==> config.mk <==
export PLATFORM = sky130hd
export DESIGN_NAME = alu_issue_ctrl
export DESIGN_NICKNAME = d
export VERILOG_FILES = /design/src/rtl/alu_issue_ctrl.sv
export SDC_FILE = /design/constraint.sdc
export NUM_CORES = 1
export LEC_CHECK = 0
export BUFFER_PORTS_ARGS = -buffer_cell sky130_fd_sc_hd__buf_2
export CAP_MARGIN = 10
export CELL_PAD_IN_SITES_DETAIL_PLACEMENT = 0
export CELL_PAD_IN_SITES_GLOBAL_PLACEMENT = 2
export CORE_UTILIZATION = 38
export DETAILED_ROUTE_END_ITERATION = 10
export HOLD_SLACK_MARGIN = 0.06
export PLACE_DENSITY = 0.9
export REMOVE_ABC_BUFFERS = 1
export SETUP_SLACK_MARGIN = 0.02
export SYNTH_ARGS = -nofsm -noshare
export SYNTH_HDL_FRONTEND = slang
export SYNTH_SLANG_ARGS = --single-unit
export TNS_END_PERCENT = 50
==> constraint.sdc <==
create_clock -name clk -period 2.7 [get_ports clk]
set_input_delay 0.135 -clock clk [delete_from_list [all_inputs] [get_ports clk]]
set_output_delay 0.135 -clock clk [all_outputs]
set_load 0.005 [all_outputs]
==> src/rtl/alu_issue_ctrl.sv <==
// Issue controller for the combinational alu: register file, operand drive, result writeback and response handshake.
// Optional completed-response counter (op_count) enabled by defining ALU_ISSUE_OPCOUNT_EN.
module alu_issue_ctrl #(
  parameter int WIDTH = 16,
  parameter int NREGS = 8
) (
  input  logic             clk,
  input  logic             reset,
  input  logic             instr_valid,
  output logic             instr_ready,
  input  logic [15:0]      instr,
  input  logic             load_en,
  input  logic [2:0]       load_addr,
  input  logic [WIDTH-1:0] load_data,
  output logic [WIDTH-1:0] alu_a,
  output logic [WIDTH-1:0] alu_b,
  output logic [2:0]       alu_code,
  input  logic [WIDTH-1:0] alu_out,
  input  logic             alu_carry,
  input  logic             alu_zero,
  output logic             resp_valid,
  input  logic             resp_ready,
  output logic [WIDTH-1:0] resp_data,
  output logic             resp_carry,
  output logic             resp_zero
`ifdef ALU_ISSUE_OPCOUNT_EN
  ,
  output logic [15:0]      op_count
`endif
);

  localparam logic [1:0] IDLE  = 2'd0;
  localparam logic [1:0] ISSUE = 2'd1;
  localparam logic [1:0] RESP  = 2'd2;

  logic [1:0]       state_reg;
  logic [1:0]       state_next;
  logic [2:0]       op_q;
  logic [2:0]       rd_q;
  logic [2:0]       rs_q;
  logic [2:0]       rt_q;
  logic [WIDTH-1:0] rf_reg [NREGS];
  logic [NREGS-1:0] wr_en;
  logic [WIDTH-1:0] wr_data;
  logic             accept;
  logic             instr_unused;

  assign instr_unused = ^instr[3:0];

  assign instr_ready = (state_reg == IDLE) && !load_en;
  assign accept      = instr_valid && instr_ready;
  assign resp_valid  = (state_reg == RESP);

  // Operands track the register file live, so reads always precede the writeback edge.
  assign alu_a    = rf_reg[rs_q];
  assign alu_b    = rf_reg[rt_q];
  assign alu_code = op_q;

  // Loads and writebacks live in different states, so they never collide.
  assign wr_data = (state_reg == ISSUE) ? alu_out : load_data;

  genvar gi;
  generate
    for (gi = 0; gi < NREGS; gi++) begin : g_wr_en
      if (gi == 0) begin : g_r0
        assign wr_en[gi] = 1'b0;
      end else begin : g_rn
        assign wr_en[gi] = ((state_reg == IDLE) && load_en && (load_addr == 3'(gi))) ||
                           ((state_reg == ISSUE) && (rd_q == 3'(gi)));
      end
    end
  endgenerate

  always_ff @(posedge clk) begin
    if (reset) begin
      for (int i = 0; i < NREGS; i++) begin
        rf_reg[i] <= '0;
      end
    end else begin
      for (int i = 0; i < NREGS; i++) begin
        if (wr_en[i]) begin
          rf_reg[i] <= wr_data;
        end
      end
    end
  end

  always_comb begin
    state_next = state_reg;
    case (state_reg)
      IDLE:    if (accept) state_next = ISSUE;
      ISSUE:   state_next = RESP;
      RESP:    if (resp_ready) state_next = IDLE;
      default: state_next = IDLE;
    endcase
  end

  always_ff @(posedge clk) begin
    if (reset) begin
      state_reg  <= IDLE;
      op_q       <= '0;
      rd_q       <= '0;
      rs_q       <= '0;
      rt_q       <= '0;
      resp_data  <= '0;
      resp_carry <= 1'b0;
      resp_zero  <= 1'b0;
    end else begin
      state_reg <= state_next;
      if (accept) begin
        op_q <= instr[15:13];
        rd_q <= instr[12:10];
        rs_q <= instr[9:7];
        rt_q <= instr[6:4];
      end
      if (state_reg == ISSUE) begin
        resp_data  <= alu_out;
        resp_carry <= alu_carry;
        resp_zero  <= alu_zero;
      end
    end
  end

`ifdef ALU_ISSUE_OPCOUNT_EN
  always_ff @(posedge clk) begin
    if (reset) begin
      op_count <= '0;
    end else if (resp_valid && resp_ready && (op_count != 16'hFFFF)) begin
      op_count <= op_count + 16'd1;
    end
  end
`endif

endmodule
After elaboration in Yosys (flattened, before gate mapping)
Memory sizes are Yosys's and may differ from the RTL's. A register that Yosys moved wholly into a read port is not among the register bits. Index checks and enable logic that the tools add are counted. W data, S select, Z words.

Muxes and demuxes: 38. Reduce and logical (&&, ||, !) cells: 27. Equality and inequality tests: 18. Bitwise logic cells: 7.

Operators by type and width (count): $mux W16 (8); $eq A3 B3 Y1 const B (8); $mux W1 (23); $logic_and A1 B1 Y1 (17); $eq A3 B2 Y1 const B (4); $mux W3 (4); $logic_or A1 B1 Y1 (7); $or A1 B1 Y1 (7); $eq A3 B1 Y1 const B (2); $pmux W2 S3 (1); $mux W2 (2); $eq A2 B1 Y1 const B (1); $eq A2 B2 Y1 const B (1); $logic_not A2 Y1 (1); $ne A2 B1 Y1 const B (1); $ne A2 B2 Y1 const B (1); $reduce_and A2 Y1 (1); $logic_not A1 Y1 (1).

Register bits: 32. Input port bits: 58. Memory bits (writable): 128. Memories kept: 1. Word-level logic and storage cells: 99.

Memories: rf_reg (depth 8, width 16, read ports 2, clocked after Yosys merged registers in 2, write ports 8, line 42) `logic [WIDTH-1:0] rf_reg [NREGS];`.

Longest topological paths before layout
Word-level depth: 8. Gate-level depth with buffers: 6. Gate-level depth less buffers: 3.

Worst setup path after synthesis
OpenSTA, ideal clock, no wires.

Path kind: register to register. Start point: register state_reg[0]. End point: memory rf_reg[6][0] (enable). Required time: 2.289 ns. Setup slack: 0.439 ns. Clock period less this slack: 2.261 ns. Cell stages (with the launch flop): 4. Arrival time: 1.850 ns. Cell sequence: dfxtp_1 -> buf_2 -> nand2b_1 -> o21ai_0.

RTL lines: start, declared (line 36) `logic [1:0] state_reg;`; start signal, assigned (line 109) `state_reg <= state_next;`; end, declared (line 42).

==> results.sh <==
export IMPL_holdPathStages=3
export IMPL_synth_ff_type="edfxtp_1"
export IMPL_drive_gt1_share_pct=36.08
export IMPL_synth_simple_area_share_pct=14.33
export IMPL_core_sq_mm=0.01946
export IMPL_top_layer="met4"
export IMPL_dr_pass1_iters=6
export IMPL_p_total_uw=5702
export IMPL_finalHoldViolCount=0
export IMPL_met1_length_um=8967
export IMPL_rr_startpoint="state_reg[1]"
export IMPL_nFillCells=1781
export IMPL_routed_via_count=5962
export IMPL_grt_pass1_vias=6170
export IMPL_synth_cell_type_count=34
export IMPL_pin_count=113
export IMPL_avgViaCountPerCell=5.651
export IMPL_cts_sinks=150
export IMPL_met3_length_um=1544
export IMPL_drv_slew=0
export IMPL_synth_compound_area_share_pct=10.60
export IMPL_clkPwrFrac_pct=40.9
export IMPL_seqPwrFrac_pct=47.0
export IMPL_wl_per_cell_um=20.55
export IMPL_netSwitchingFraction_pct=24.53
export IMPL_synth_cell_area_sq_mm=0.007542
export IMPL_pwr_share_comb_pct=12.1
export IMPL_ys_ff_latch=150
export IMPL_final_seq_area_sq_mm=0.004126
export IMPL_finalNonFillerCells=1055
export IMPL_startpoint_type="register"
export IMPL_yosys_area_share_xor_xnor_pct=0
export IMPL_cts_buffer_depth=2
export IMPL_internal_power_uw=4304
export IMPL_multi_input_area_sq_mm=0.003124
export IMPL_port_buffers=108
export IMPL_dp_slack_ps=574.1
export IMPL_power_density_mw_per_mm2=608.8
export IMPL_dr_wl_met2_um=10680
export IMPL_relSlewSlack_pct=39.45
export IMPL_cts_tree="yes"
export IMPL_clock_fmax_mhz=399.6
export IMPL_reg2reg_depth=4
export IMPL_dp_hpwl_um=13850
export IMPL_period_needed_ps=2503
export IMPL_fin_ws_ps=197.5
export IMPL_leakagePower_uw=0.003524
export IMPL_synth_edf_count=112
export IMPL_cts_max_level=4
export IMPL_dieWidth_um=142.9
export IMPL_irDropWorstVdd_mv=0.4192
export IMPL_cp_required_ps=2570
export IMPL_tightest_slew_ps=906.1
export IMPL_antenna_found_initial=0
export IMPL_arrival_ps=2370
export IMPL_synth_top_family_by_area="multiplexers"
export IMPL_async_reset_ff_share_pct=0
export IMPL_detail_route_antenna_nets=0
export IMPL_diodes=0
export IMPL_crit_fanout=16
export IMPL_ys_warn_count=0
export IMPL_grt_max_degree=92
export IMPL_drt_initial_drc_count=469
export IMPL_finalWirelength_um=21680
export IMPL_rrSetupSlack_ps=560
export IMPL_fin_crit_sh_pct=92.69
export IMPL_nets=835
export IMPL_rsz0062_at_grt="false"
export IMPL_drc_errors=0
export IMPL_fin_skew_ps=15.32
export IMPL_insertion_delay_ps=430
export IMPL_area_growth_syn_to_layout_pct=24.19
export IMPL_crit_path_end_kind="primary output"
export IMPL_outcome="completed"
export IMPL_clk_pin_slew_ps=60
export IMPL_drv_cap=0
export IMPL_largest_register_ffs=112
export IMPL_synthAdderAreaFrac_pct=0
export IMPL_gp_congestion=0.7815
export IMPL_fp_dieH_um=142.9
export IMPL_grt_usage_pct=21.98
export IMPL_post_cts_resized=0
export IMPL_cts_hold_buffers=31
export IMPL_dp_cells=992
export IMPL_p_switching_uw=1399
export IMPL_postSynthAreaPerCell_sq_um=11.80
export IMPL_grt_pass1_wl_um=33020
export IMPL_numCtsBuffers=17
export IMPL_start_util_pct=38.75
export IMPL_setup_violations=0
export IMPL_root_buffer="clkbuf_16"
export IMPL_core_rowCount=51
export IMPL_syn_inst=639
export IMPL_globalRouteOverflowTotal=0
export IMPL_crit_type="register to primary output"
export IMPL_post_cts_setup_buffer_count=0
export IMPL_hp_class="input pin to register"
export IMPL_post_synth_mux_area_share_pct=16.42
export IMPL_yosysSeqAreaShare_pct=54.68
export IMPL_dieArea_sq_mm=0.02041
export IMPL_worstHoldStart="load_data[15]"
placed cells by master, fill, tap and decap left out, types with 20 or more instances in the layout:
cell type | Yosys | routed
mux2_2 | 64 | 64
nor3_1 | 62 | 62
clkbuf_16 | 0 | 20
a21oi_1 | 38 | 38
a221oi_1 | 47 | 47
dlygate4sd3_1 | 0 | 31
dfxtp_1 | 38 | 36
mux2i_1 | 38 | 38
nor3_2 | 20 | 20
buf_2 | 23 | 107
nor2_1 | 33 | 33
edfxtp_1 | 112 | 112
buf_4 | 2 | 37
nand2_1 | 64 | 64
Yosys cell counts, types with 2 or more instances:
| cell | number | area, sq um |
|---|---|---|
| a21oi_1 | 38 | 190.2 |
| a221oi_1 | 47 | 411.6 |
| a32oi_2 | 3 | 48.80 |
| and2_1 | 2 | 12.51 |
| buf_1 | 3 | 11.26 |
| buf_2 | 23 | 115.1 |
| buf_4 | 2 | 15.01 |
| buf_6 | 4 | 45.04 |
| clkbuf_1 | 27 | 101.4 |
| dfxtp_1 | 38 | 760.7 |
| edfxtp_1 | 112 | 3363 |
| inv_1 | 3 | 11.26 |
| mux2_2 | 64 | 720.7 |
| mux2i_1 | 38 | 380.4 |
| mux2i_2 | 10 | 137.6 |
| nand2_1 | 64 | 240.2 |
| nand2b_1 | 9 | 56.30 |
| nor2_1 | 33 | 123.9 |
| nor2b_1 | 7 | 43.79 |
| nor3_1 | 62 | 310.3 |
| nor3_2 | 20 | 200.2 |
| o22ai_1 | 17 | 106.4 |
| o32a_2 | 2 | 22.52 |
through the flow:
stage	setup TNS [ps]	hold WS, ps	instance area (sq um)	util (%)
after global routing	0	199.0	9366	48.13
after global placement	0	374.4	8467	43.50
after detailed placement	0	384.1	8467	43.50
final	0	177.6	9366	48.13
after CTS	0	169.2	9366	48.13
after floorplan	-3603	204.1	7254	-
final timing paths:
| check | endpoint |
|---|---|
| max | alu_b[7] |
| min | rf_reg[6][15] |
| max reg2reg | rf_reg[3][10] |
| min reg2reg | resp_data[12] |
layout make-up:
type	instances	area share [%]
Tap cell	265	3.540
Timing Repair Buffer	178	12.64
Clock buffer	24	5.731
Inverter	3	0.1202
Sequential cell	150	44.06
Clock inverter	8	0.5610
Multi-Input combinational cell	427	33.36
worst max-delay path: stages, from the launching register on:
cell and delay (ps):
dfxtp_1 620, nand2_1 670, o22ai_1 350, nor2_1 140, buf_2 150
power by group through the flow:
stage,Clock (uW),Combinational [uW],Sequential [uW]
after floorplan,0,327,2720
after global placement,0,632,2710
after detailed placement,0,653,2720
after CTS,2370,690,2680
after global routing,2460,746,2690
final,2330,690,2680
kinds of logic after synthesis:
family	Yosys count
buffers and inverters	62
and+or+nand+nor	205
AOI/OAI and AO/OA	110
DFF	150
muxes	112
per-layer routing:
layer / up-vias / track usage, %
li1: 2718 / -
met1: 2966 / 26.80
met2: 242 / 37.49
met3: 36 / 4.762
met4: 0 / 9.338
met5: - / 0
Power figures use the tool's default switching activity.
